**src/rtl/adder_accum_amisha_pkg.sv**
```systemverilog
// Shared definitions for the accumulation stage.
//   state_t       : FSM state encoding (IDLE / ACCUM / DONE)
//   N_DEFAULT     : default operand and accumulator width
//   CNT_W_DEFAULT : default carry-counter width
package adder_accum_amisha_pkg;

  typedef enum logic [1:0] {
    IDLE  = 2'd0,
    ACCUM = 2'd1,
    DONE  = 2'd2
  } state_t;

  localparam int N_DEFAULT     = 8;
  localparam int CNT_W_DEFAULT = 4;

endpackage

```
**src/rtl/adder_accum_amisha_adder.sv**
```systemverilog
// Parameterised ripple-carry adder (adder_carry_para_Amisha).
//   a, b : N-bit operands
//   sum  : a + b modulo 2^N
//   cout : carry out of the top bit
module adder_carry_para_Amisha #(
  parameter int N = 8
) (
  input  logic [N-1:0] a,
  input  logic [N-1:0] b,
  output logic [N-1:0] sum,
  output logic         cout
);

  logic [N:0] c;

  assign c[0] = 1'b0;

  // One full adder per bit; carry ripples from bit 0 upwards.
  for (genvar i = 0; i < N; i++) begin : g_fa
    assign sum[i]  = a[i] ^ b[i] ^ c[i];
    assign c[i+1]  = (a[i] & b[i]) | (c[i] & (a[i] ^ b[i]));
  end

  assign cout = c[N];

endmodule

```
**src/rtl/adder_accum_amisha.sv**
```systemverilog
// Packet accumulator: sums the N-bit beats of a valid/ready packet, counts
// adder carry-outs (saturating), and holds the result on a valid/ready output
// until it is consumed.
//   clk_amisha, reset_amisha      : clock, synchronous active-high reset
//   in_valid/ready/data/last      : operand stream
//   out_valid/ready               : result handshake
//   out_sum / out_carries / out_ovf : result fields
//   busy_amisha                   : packet in progress (ACCUM)
module adder_accum_amisha
  import adder_accum_amisha_pkg::*;
#(
  parameter int N     = N_DEFAULT,
  parameter int CNT_W = CNT_W_DEFAULT
) (
  input  logic             clk_amisha,
  input  logic             reset_amisha,
  input  logic             in_valid_amisha,
  output logic             in_ready_amisha,
  input  logic [N-1:0]     in_data_amisha,
  input  logic             in_last_amisha,
  output logic             out_valid_amisha,
  input  logic             out_ready_amisha,
  output logic [N-1:0]     out_sum_amisha,
  output logic [CNT_W-1:0] out_carries_amisha,
  output logic             out_ovf_amisha,
  output logic             busy_amisha
);

  state_t            state, state_nxt;
  logic [N-1:0]      acc;
  logic [N-1:0]      add_sum;
  logic              add_cout;
  logic [CNT_W-1:0]  cnt;
  logic              ovf;
  logic              in_fire, out_fire;

  // Handshake flags are decoded from state only, so in_ready never
  // combinationally depends on in_valid.
  assign in_ready_amisha  = (state != DONE);
  assign out_valid_amisha = (state == DONE);
  assign busy_amisha      = (state == ACCUM);

  assign in_fire  = in_valid_amisha && in_ready_amisha;
  assign out_fire = out_valid_amisha && out_ready_amisha;

  assign out_sum_amisha     = acc;
  assign out_carries_amisha = cnt;
  assign out_ovf_amisha     = ovf;

  adder_carry_para_Amisha #(.N(N)) u_add (
    .a    (acc),
    .b    (in_data_amisha),
    .sum  (add_sum),
    .cout (add_cout)
  );

  always_comb begin
    state_nxt = state;
    case (state)
      IDLE, ACCUM: if (in_fire) state_nxt = in_last_amisha ? DONE : ACCUM;
      DONE:        if (out_fire) state_nxt = IDLE;
      default:     state_nxt = IDLE;
    endcase
  end

  always_ff @(posedge clk_amisha) begin
    if (reset_amisha) state <= IDLE;
    else              state <= state_nxt;
  end

  always_ff @(posedge clk_amisha) begin
    if (reset_amisha) begin
      acc <= '0;
      cnt <= '0;
      ovf <= 1'b0;
    end else begin
      case (state)
        IDLE: if (in_fire) begin
          // First beat loads directly; no add, so no carry is possible.
          acc <= in_data_amisha;
          cnt <= '0;
          ovf <= 1'b0;
        end
        ACCUM: if (in_fire) begin
          acc <= add_sum;
          if (add_cout) begin
            // Counter sticks at all-ones; further carries only flag ovf.
            if (cnt != '1) cnt <= cnt + CNT_W'(1);
            else           ovf <= 1'b1;
          end
        end
        DONE: if (out_fire) begin
          acc <= '0;
          cnt <= '0;
          ovf <= 1'b0;
        end
        default: ;
      endcase
    end
  end

endmodule

```
**config.mk**
```make
export PLATFORM = sky130hd
export DESIGN_NAME = adder_accum_amisha
export DESIGN_NICKNAME = d
export VERILOG_FILES = /design/src/rtl/adder_accum_amisha_pkg.sv /design/src/rtl/adder_accum_amisha_adder.sv /design/src/rtl/adder_accum_amisha.sv
export SDC_FILE = /design/constraint.sdc
export NUM_CORES = 1
export LEC_CHECK = 0
export ABC_AREA = 0
export BUFFER_PORTS_ARGS = -buffer_cell sky130_fd_sc_hd__buf_2
export CORE_MARGIN = 8
export CORE_UTILIZATION = 40
export CTS_CLUSTER_DIAMETER = 40
export CTS_CLUSTER_SIZE = 28
export DETAILED_ROUTE_END_ITERATION = 10
export PLACE_DENSITY_LB_ADDON = 0.15
export SYNTH_ARGS = -nofsm -noshare
export SYNTH_HDL_FRONTEND = slang
export SYNTH_SLANG_ARGS = --single-unit
```
**constraint.sdc**
```tcl
create_clock -name clk_amisha -period 9.69 [get_ports clk_amisha]
set_input_delay 1.938 -clock clk_amisha [delete_from_list [all_inputs] [get_ports clk_amisha]]
set_output_delay 1.938 -clock clk_amisha [all_outputs]
set_load 0.1 [all_outputs]
```
==> results.py, run 1 <==
metrics = {
    "outcome": {
        "status": "finished, final reports clean",
    },
    "placed_design": {
        "io_buffers": 28,
        "gp_congestion": 0.813,
        "place_area_sq_mm": 0.00113,
        "dp_hpwl_um": 1800,
    },
    "global_route": {
        "use_met2_pct": 21.2,
        "top_usage_layer": "met2",
        "grt_use_total_pct": 12.2,
        "grt_max_degree": 19,
        "gr-usage-met1_pct": 13.9,
        "overflow": 0,
        "grt.met3_usage_pct": 2.89,
        "grt_first_pass_wirelength_um": 4250,
        "grt_pass1_vias": 946,
        "antenna_found_initial": 0,
    },
    "logic_synthesis": {
        "netlist_instances": 109,
        "synth_edf_count": 0,
        "yosysWarnings": 0,
        "synth.area.top_cells": "dfxtp_1, fa_1, ha_1",
        "synthArstFlopShare_pct": 0,
        "synth_top_area_cell": "dfxtp_1",
        "yosysMostFrequentCell": "dfxtp_1",
        "synth.distinct_cells": 29,
        "synth_top_area_share_pct": 30.9,
        "ys_ff_latch": 15,
        "synth_flop_cell": "dfxtp_1",
        "synth_fp_nets": 135,
        "synthesis.area_sq_um": 971,
        "avgSynthCellArea_sq_um": 8.91,
        "ys_top_cells_by_count": "dfxtp_1, inv_1, nor2_1",
        "ys_seq_area_share_pct": 30.9,
    },
    "timing": {
        "period_needed_ns": 4.81,
        "worst_slew_pin_slew_ns": 0.752,
        "maxClockFrequency_mhz": 208,
        "maxSlewViolCount": 0,
        "relSlewSlack_pct": 49.7,
        "finalHoldViolCount": 0,
        "setup-tns-final_ns": 0,
        "grt_setup_unrepaired": "no",
        "skew_ns": 0.00513,
        "finalCritPeriodShare_pct": 49.7,
        "finalSetupViolations": 0,
    },
    "cells_and_area": {
        "final_area_sq_mm": 0.00116,
        "area.growth.synth_to_final_pct": 19.2,
        "drive_gt1_share_pct": 24.6,
        "final.fill_count": 266,
        "layout.nets": 165,
        "seqCellArea_sq_um": 300,
        "multiInputGateArea_sq_um": 599,
        "diodes": 0,
    },
    "pwr": {
        "p_leak_uw": 0.000510,
        "pwr-share-comb_pct": 45.4,
        "clock_power_share_pct": 18.6,
        "peakVddDrop_mv": 0.0898,
        "p_sw_uw": 95.4,
        "p_int_uw": 105,
        "power_frac_seq_pct": 36.0,
        "p_per_area_mw_per_mm2": 173,
        "switching_share_pct": 47.6,
    },
    "route": {
        "routed_wl_um": 2330,
        "wl_per_cell_um": 13.9,
        "vias": 878,
        "ant_nets": 0,
        "drc_errors": 0,
        "vias_per_cell": 5.23,
        "drt-pass1-iter-count": 4,
        "drt_iter0_markers": 13,
    },
    "floorplanning": {
        "initial_core_util_pct": 40.7,
        "floorplan.io_pins": 29,
        "die_w_um": 65.3,
        "rows": 18,
        "core_sq_mm": 0.00239,
        "die_y_um": 65.3,
        "dieArea_sq_mm": 0.00426,
    },
    "clock_network": {
        "cts_buffers": 3,
        "cts_root_buffer": "clkbuf_4",
        "cts_buffer_depth": 2,
        "cts_tree": "built",
        "ctsResizeCount": 0,
        "cts_setup_buffers": 0,
        "cts_sinks": 15,
        "path_clk_slew_ns": 0.10,
        "cts.hold.buffers_added": 0,
        "worstSkewPairLatency_ns": 0.28,
        "htreeDepth": 1,
    },
    "job": {
        "maxCapViolations": 0,
    },
    "setup_path": {
        "worstSetupStartpointType": "input pin",
        "path_common_cell": "fa_1",
        "cp-end-kind": "flop",
        "critPathKind": "input pin to flop",
        "slowest_delay_ns": 0.42,
        "cp.required_ns": 9.90,
        "critPathMaxFanout": 3,
        "cp_slowest_cell": "fa_1",
        "worstPathArrival_ns": 5.02,
        "crit_chain": "buf_2 > ha_1 > inv_1 > fa_1 > fa_1 > fa_1 > inv_1 > fa_1 > fa_1 > fa_1 > fa_1 > a21o_1 > a211o_1 > o31ai_1",
    },
    "hold_path": {
        "hp-class": "flop to flop",
    },
}
power groups by stage:
stage	sequential [uW]	combinational (uW)	clock [uW]
2_1_floorplan	108	41.5	0
3_3_place_gp	73.1	90.5	0
3_5_place_dp	73.5	91.2	0
4_1_cts	72.2	92.1	38.3
5_1_grt	73.0	99.9	41.6
6_report	72.1	90.9	37.2
logic make-up (layout without fill, tap and decap cells):
family,Yosys count,count (layout),share of synthesized area [%]
buf+inv,17,46,7.35
compound gates,27,27,20.9
simple gates,36,36,17.7
flops,15,15,30.9
mux,1,1,1.03
fa+ha+maj,13,13,22.2
per-layer routing:
| layer | vias to the layer above | share of wire, % |
|---|---|---|
| li1 | 442 | - |
| met1 | 413 | 46 |
| met2 | 21 | 48 |
| met3 | 2 | 5.9 |
| met4 | 0 | 0.82 |
| met5 | - | 0 |
final timing paths:
kind	start	to	slack (ns)	cells after the start
worst max-delay path	in_data_amisha[0]	out_carries_amisha[1]$_SDFFE_PP0P_	4.88	14
worst min-delay path	state[1]$_SDFFE_PP0P_	state[1]$_SDFFE_PP0P_	0.51	2
worst max register to register	out_sum_amisha[0]$_SDFFE_PP0P_	out_carries_amisha[3]$_SDFFE_PP0P_	6.28	14
worst min register to register	state[1]$_SDFFE_PP0P_	state[1]$_SDFFE_PP0P_	0.51	2
state kept, by name (all words and copies together) (netlist names):
signal	cells
out_ovf_amisha	1
out_sum_amisha	8
out_carries_amisha	4
state	2
critical path, delay by kind of cell:
family                   cells  cell delay (ns)
buffers and inverters        3             0.22
adder cells (fa/ha/maj)      8             2.31
AO/OA/AOI/OAI                3             0.55
cell usage in the layout, fill, tap and decap left out:
cell	synthesis	final
nor2b_1	2	2
a311oi_1	1	1
nor3_1	7	7
fa_1	7	7
a211o_1	1	1
clkbuf_4	0	3
nand2_1	5	5
nor4_1	1	1
nand2b_1	3	3
a22oi_1	5	5
ha_1	6	6
a31oi_1	1	1
dfxtp_1	15	15
or2_4	1	1
o21ai_0	2	2
nand3_1	2	2
a21o_1	1	1
nor2_1	13	13
or3_1	1	1
a211oi_4	1	1
a211oi_1	7	7
a2111oi_0	1	1
o31ai_1	1	1
clkinv_2	0	1
inv_1	14	14
a21oi_1	2	2
buf_2	0	28
o22ai_1	4	4
nand4_1	1	1
mux2i_1	1	1
per-stage QoR:
| step | instances | total power (uW) | setup slack [ns] | util [%] | hold slack, ns |
|---|---|---|---|---|---|
| after floorplan | 109 | 149 | 4.83 | - | 0.465 |
| after global placement | 164 | 164 | 4.63 | 47.3 | 0.480 |
| after detailed placement | 164 | 165 | 4.61 | 47.3 | 0.497 |
| after CTS | 168 | 203 | 4.88 | 48.5 | 0.512 |
| after global routing | 168 | 215 | 4.60 | 48.5 | 0.536 |
| final | 168 | 200 | 4.88 | 48.5 | 0.513 |
cell type report:
class                      count  share of cell area, %
inverter                      14                   4.54
timing repair buffer          28                   12.1
clock inverter                 1                  0.432
multi-input combinational     77                   51.8
tap                           30                   3.24
clock buffer                   3                   1.95
sequential                    15                   25.9
No activity file was read; power rests on OpenSTA's default activity.
==> run 2, diff against run 1 <==
Settings changed: ABC_AREA 0 to 1.
Clock period 9.69 ns to 4.2 ns, I/O delays scaled along.
==> run 2 against run 1 <==
Compared with the run above: combinational power grew to 2.8 times the previous value; global-route usage down 1.3 points; final cell count up 22%; critical path depth up 2; synthesized cell count is 35% higher; synthesized area grew 10%; sequential cell count did not move; critical endpoint is now out_carries_amisha[3]$_SDFFE_PP0P_; largest cell class unchanged; largest power group unchanged.
==> results.py, run 2 <==
metrics = {
    "outcome": {
        "status": "finished, final reports clean",
    },
    "setup_path": {
        "cp.required_ns": 4.42,
        "cp-end-kind": "flop",
        "reg2reg_depth": 15,
        "worstPathArrival_ns": 3.88,
        "critPathKind": "input pin to flop",
        "startpoint": "in_data_amisha[0]",
        "r2r_end": "out_carries_amisha[3]$_SDFFE_PP0P_",
        "worstSetupStartpointType": "input pin",
        "critPathCapture": "out_carries_amisha[3]$_SDFFE_PP0P_",
        "critPathMaxFanout": 4,
        "rrSetupSlack_ns": 0.88,
        "rr_startpoint": "out_sum_amisha[0]$_SDFFE_PP0P_",
    },
    "route": {
        "routed.top_layer": "met4",
        "wl_met2_um": 1130,
        "ant_nets": 0,
        "met3_length_um": 172,
        "wl_met1_um": 1070,
        "wl_per_cell_um": 11.6,
        "vias": 978,
        "routed_wl_um": 2380,
        "drc_errors": 0,
        "drt-pass1-iter-count": 4,
        "vias_per_cell": 4.77,
        "drt_iter0_markers": 53,
    },
    "clock_network": {
        "cts_sinks": 15,
        "ctsResizeCount": 0,
        "cts.hold.buffers_added": 0,
        "cts_setup_buffers": 0,
        "htreeDepth": 1,
        "cts_root_buffer": "clkbuf_4",
        "cts_buffers": 3,
        "cts_tree": "built",
        "worstSkewPairLatency_ns": 0.28,
        "cts_buffer_depth": 2,
        "path_clk_slew_ns": 0.09,
    },
    "logic_synthesis": {
        "ys_seq_area_share_pct": 28.0,
        "synth_top_family_by_area": "simple AND/OR/NAND/NOR gates",
        "avgSynthCellArea_sq_um": 7.29,
        "synth_adder_area_share_pct": 20.1,
        "synthXorXnorAreaFrac_pct": 0,
        "yosysWarnings": 0,
        "ys_ff_latch": 15,
        "synth_top_area_cell": "dfxtp_1",
        "synth_flop_cell": "dfxtp_1",
        "synth_fp_nets": 173,
        "yosys.area_share.simple_pct": 25.7,
        "synth_compound_area_share_pct": 14.4,
        "netlist_instances": 147,
        "synthMuxAreaShare_pct": 0,
        "synth_edf_count": 0,
        "synth_top_area_share_pct": 28.0,
        "ys_top_cells_by_count": "inv_1, nor2_1, nand2_1",
        "synthesis.area_sq_mm": 0.00107,
        "synth.distinct_cells": 20,
        "synthArstFlopShare_pct": 0,
        "synth.area.top_cells": "dfxtp_1, fa_1, inv_1",
    },
    "cells_and_area": {
        "seqCellArea_sq_um": 300,
        "final_area_sq_mm": 0.00124,
        "largest_reg_flops": 8,
        "drive_gt1_share_pct": 24.0,
        "postLayoutCoreUtil_pct": 49.7,
        "final.fill_count": 253,
        "final_cell_mix": "buf_2, inv_1, nor2_1, nand2_1, dfxtp_1",
        "multiInputGateArea_sq_um": 644,
        "area.growth.synth_to_final_pct": 16.0,
        "diodes": 0,
        "layout.nets": 202,
        "final_common_cell": "buf_2",
    },
    "pwr": {
        "peakVddDrop_mv": 0.274,
        "p_per_area_mw_per_mm2": 408,
        "p_leak_uw": 0.000612,
    },
    "floorplanning": {
        "initial_core_util_pct": 42.8,
        "core_sq_mm": 0.00250,
        "rows": 18,
        "die_w_um": 67.7,
        "floorplan.io_pins": 29,
        "dieArea_sq_mm": 0.00459,
        "die_y_um": 67.7,
    },
    "placed_design": {
        "io_buffers": 28,
        "dp_slack_ns": 0.240,
        "dp_hpwl_um": 1960,
        "gp_congestion": 0.740,
        "place_area_sq_mm": 0.00122,
    },
    "timing": {
        "setup-tns-final_ns": 0,
        "maxClockFrequency_mhz": 274,
        "finalCritPeriodShare_pct": 87.0,
        "grt_setup_unrepaired": "no",
        "skew_ns": 0.00211,
        "finalHoldViolCount": 0,
        "worst_slack_ns": 0.546,
        "maxSlewViolCount": 0,
        "relSlewSlack_pct": 67.3,
        "finalSetupViolations": 0,
        "period_needed_ns": 3.65,
        "holdWs_ns": 0.503,
        "worst_slew_pin_slew_ns": 0.494,
    },
    "global_route": {
        "overflow": 0,
        "antenna_found_initial": 0,
        "grt_pass1_vias": 947,
        "grt_max_degree": 15,
        "grt_use_total_pct": 10.9,
        "grt_first_pass_wirelength_um": 3930,
    },
    "hold_path": {
        "holdPathStages": 2,
        "hp-class": "flop to flop",
    },
    "job": {
        "maxCapViolations": 0,
    },
}
## run 2: power by group
part	total [uW]	switching [uW]	internal (uW)	leakage (uW)
Combinational	251	195	55.7	0.000474
Sequential	173	14.9	158	0.000124
Clock	83.2	46.3	36.9	0.0000150
## run 2: kinds of logic after synthesis
family	after synthesis
AOI/OAI and AO/OA	28
adders and majority gates	13
buffers and inverters	29
DFF	15
and+or+nand+nor	62
## run 2: metal layers
layer	vias up	global-route usage (%)
met5	-	0
met4	0	2.35
met3	2	4.80
met2	27	18.6
met1	430	12.2
li1	519	-
## run 2: per-stage QoR
| stage | cells | power [uW] |
|---|---|---|
| after floorplan | 147 | 388 |
| after global placement | 201 | 425 |
| after detailed placement | 201 | 430 |
| after CTS | 205 | 516 |
| after global routing | 205 | 543 |
| final | 205 | 507 |
## run 2: area by class of cell
| class | instances | share of cell area [%] |
|---|---|---|
| Sequential cell | 15 | 24.2 |
| Timing Repair Buffer | 28 | 11.3 |
| Tap cell | 30 | 3.02 |
| Clock buffer | 4 | 2.11 |
| Inverter | 25 | 7.55 |
| Multi-Input combinational cell | 103 | 51.9 |
## run 2: critical path: stages
cell     delay, ns
buf_2         0.11
ha_1          0.19
inv_1         0.07
fa_1          0.18
fa_1          0.18
fa_1          0.16
inv_1         0.05
fa_1          0.37
fa_1          0.40
fa_1          0.39
fa_1          0.44
a21oi_1       0.20
nor2_2        0.07
nand2_1       0.06
nand2_1       0.05
nor2_1        0.11
## run 2: worst min-delay path by stage
stage	start	to
floorplan	state[1]$_SDFFE_PP0P_	state[1]$_SDFFE_PP0P_
global placement	out_ovf_amisha$_SDFFE_PP0P_	out_ovf_amisha$_SDFFE_PP0P_
detailed placement	out_ovf_amisha$_SDFFE_PP0P_	out_ovf_amisha$_SDFFE_PP0P_
CTS	out_ovf_amisha$_SDFFE_PP0P_	out_ovf_amisha$_SDFFE_PP0P_
global route	out_ovf_amisha$_SDFFE_PP0P_	out_ovf_amisha$_SDFFE_PP0P_
finish	out_ovf_amisha$_SDFFE_PP0P_	out_ovf_amisha$_SDFFE_PP0P_
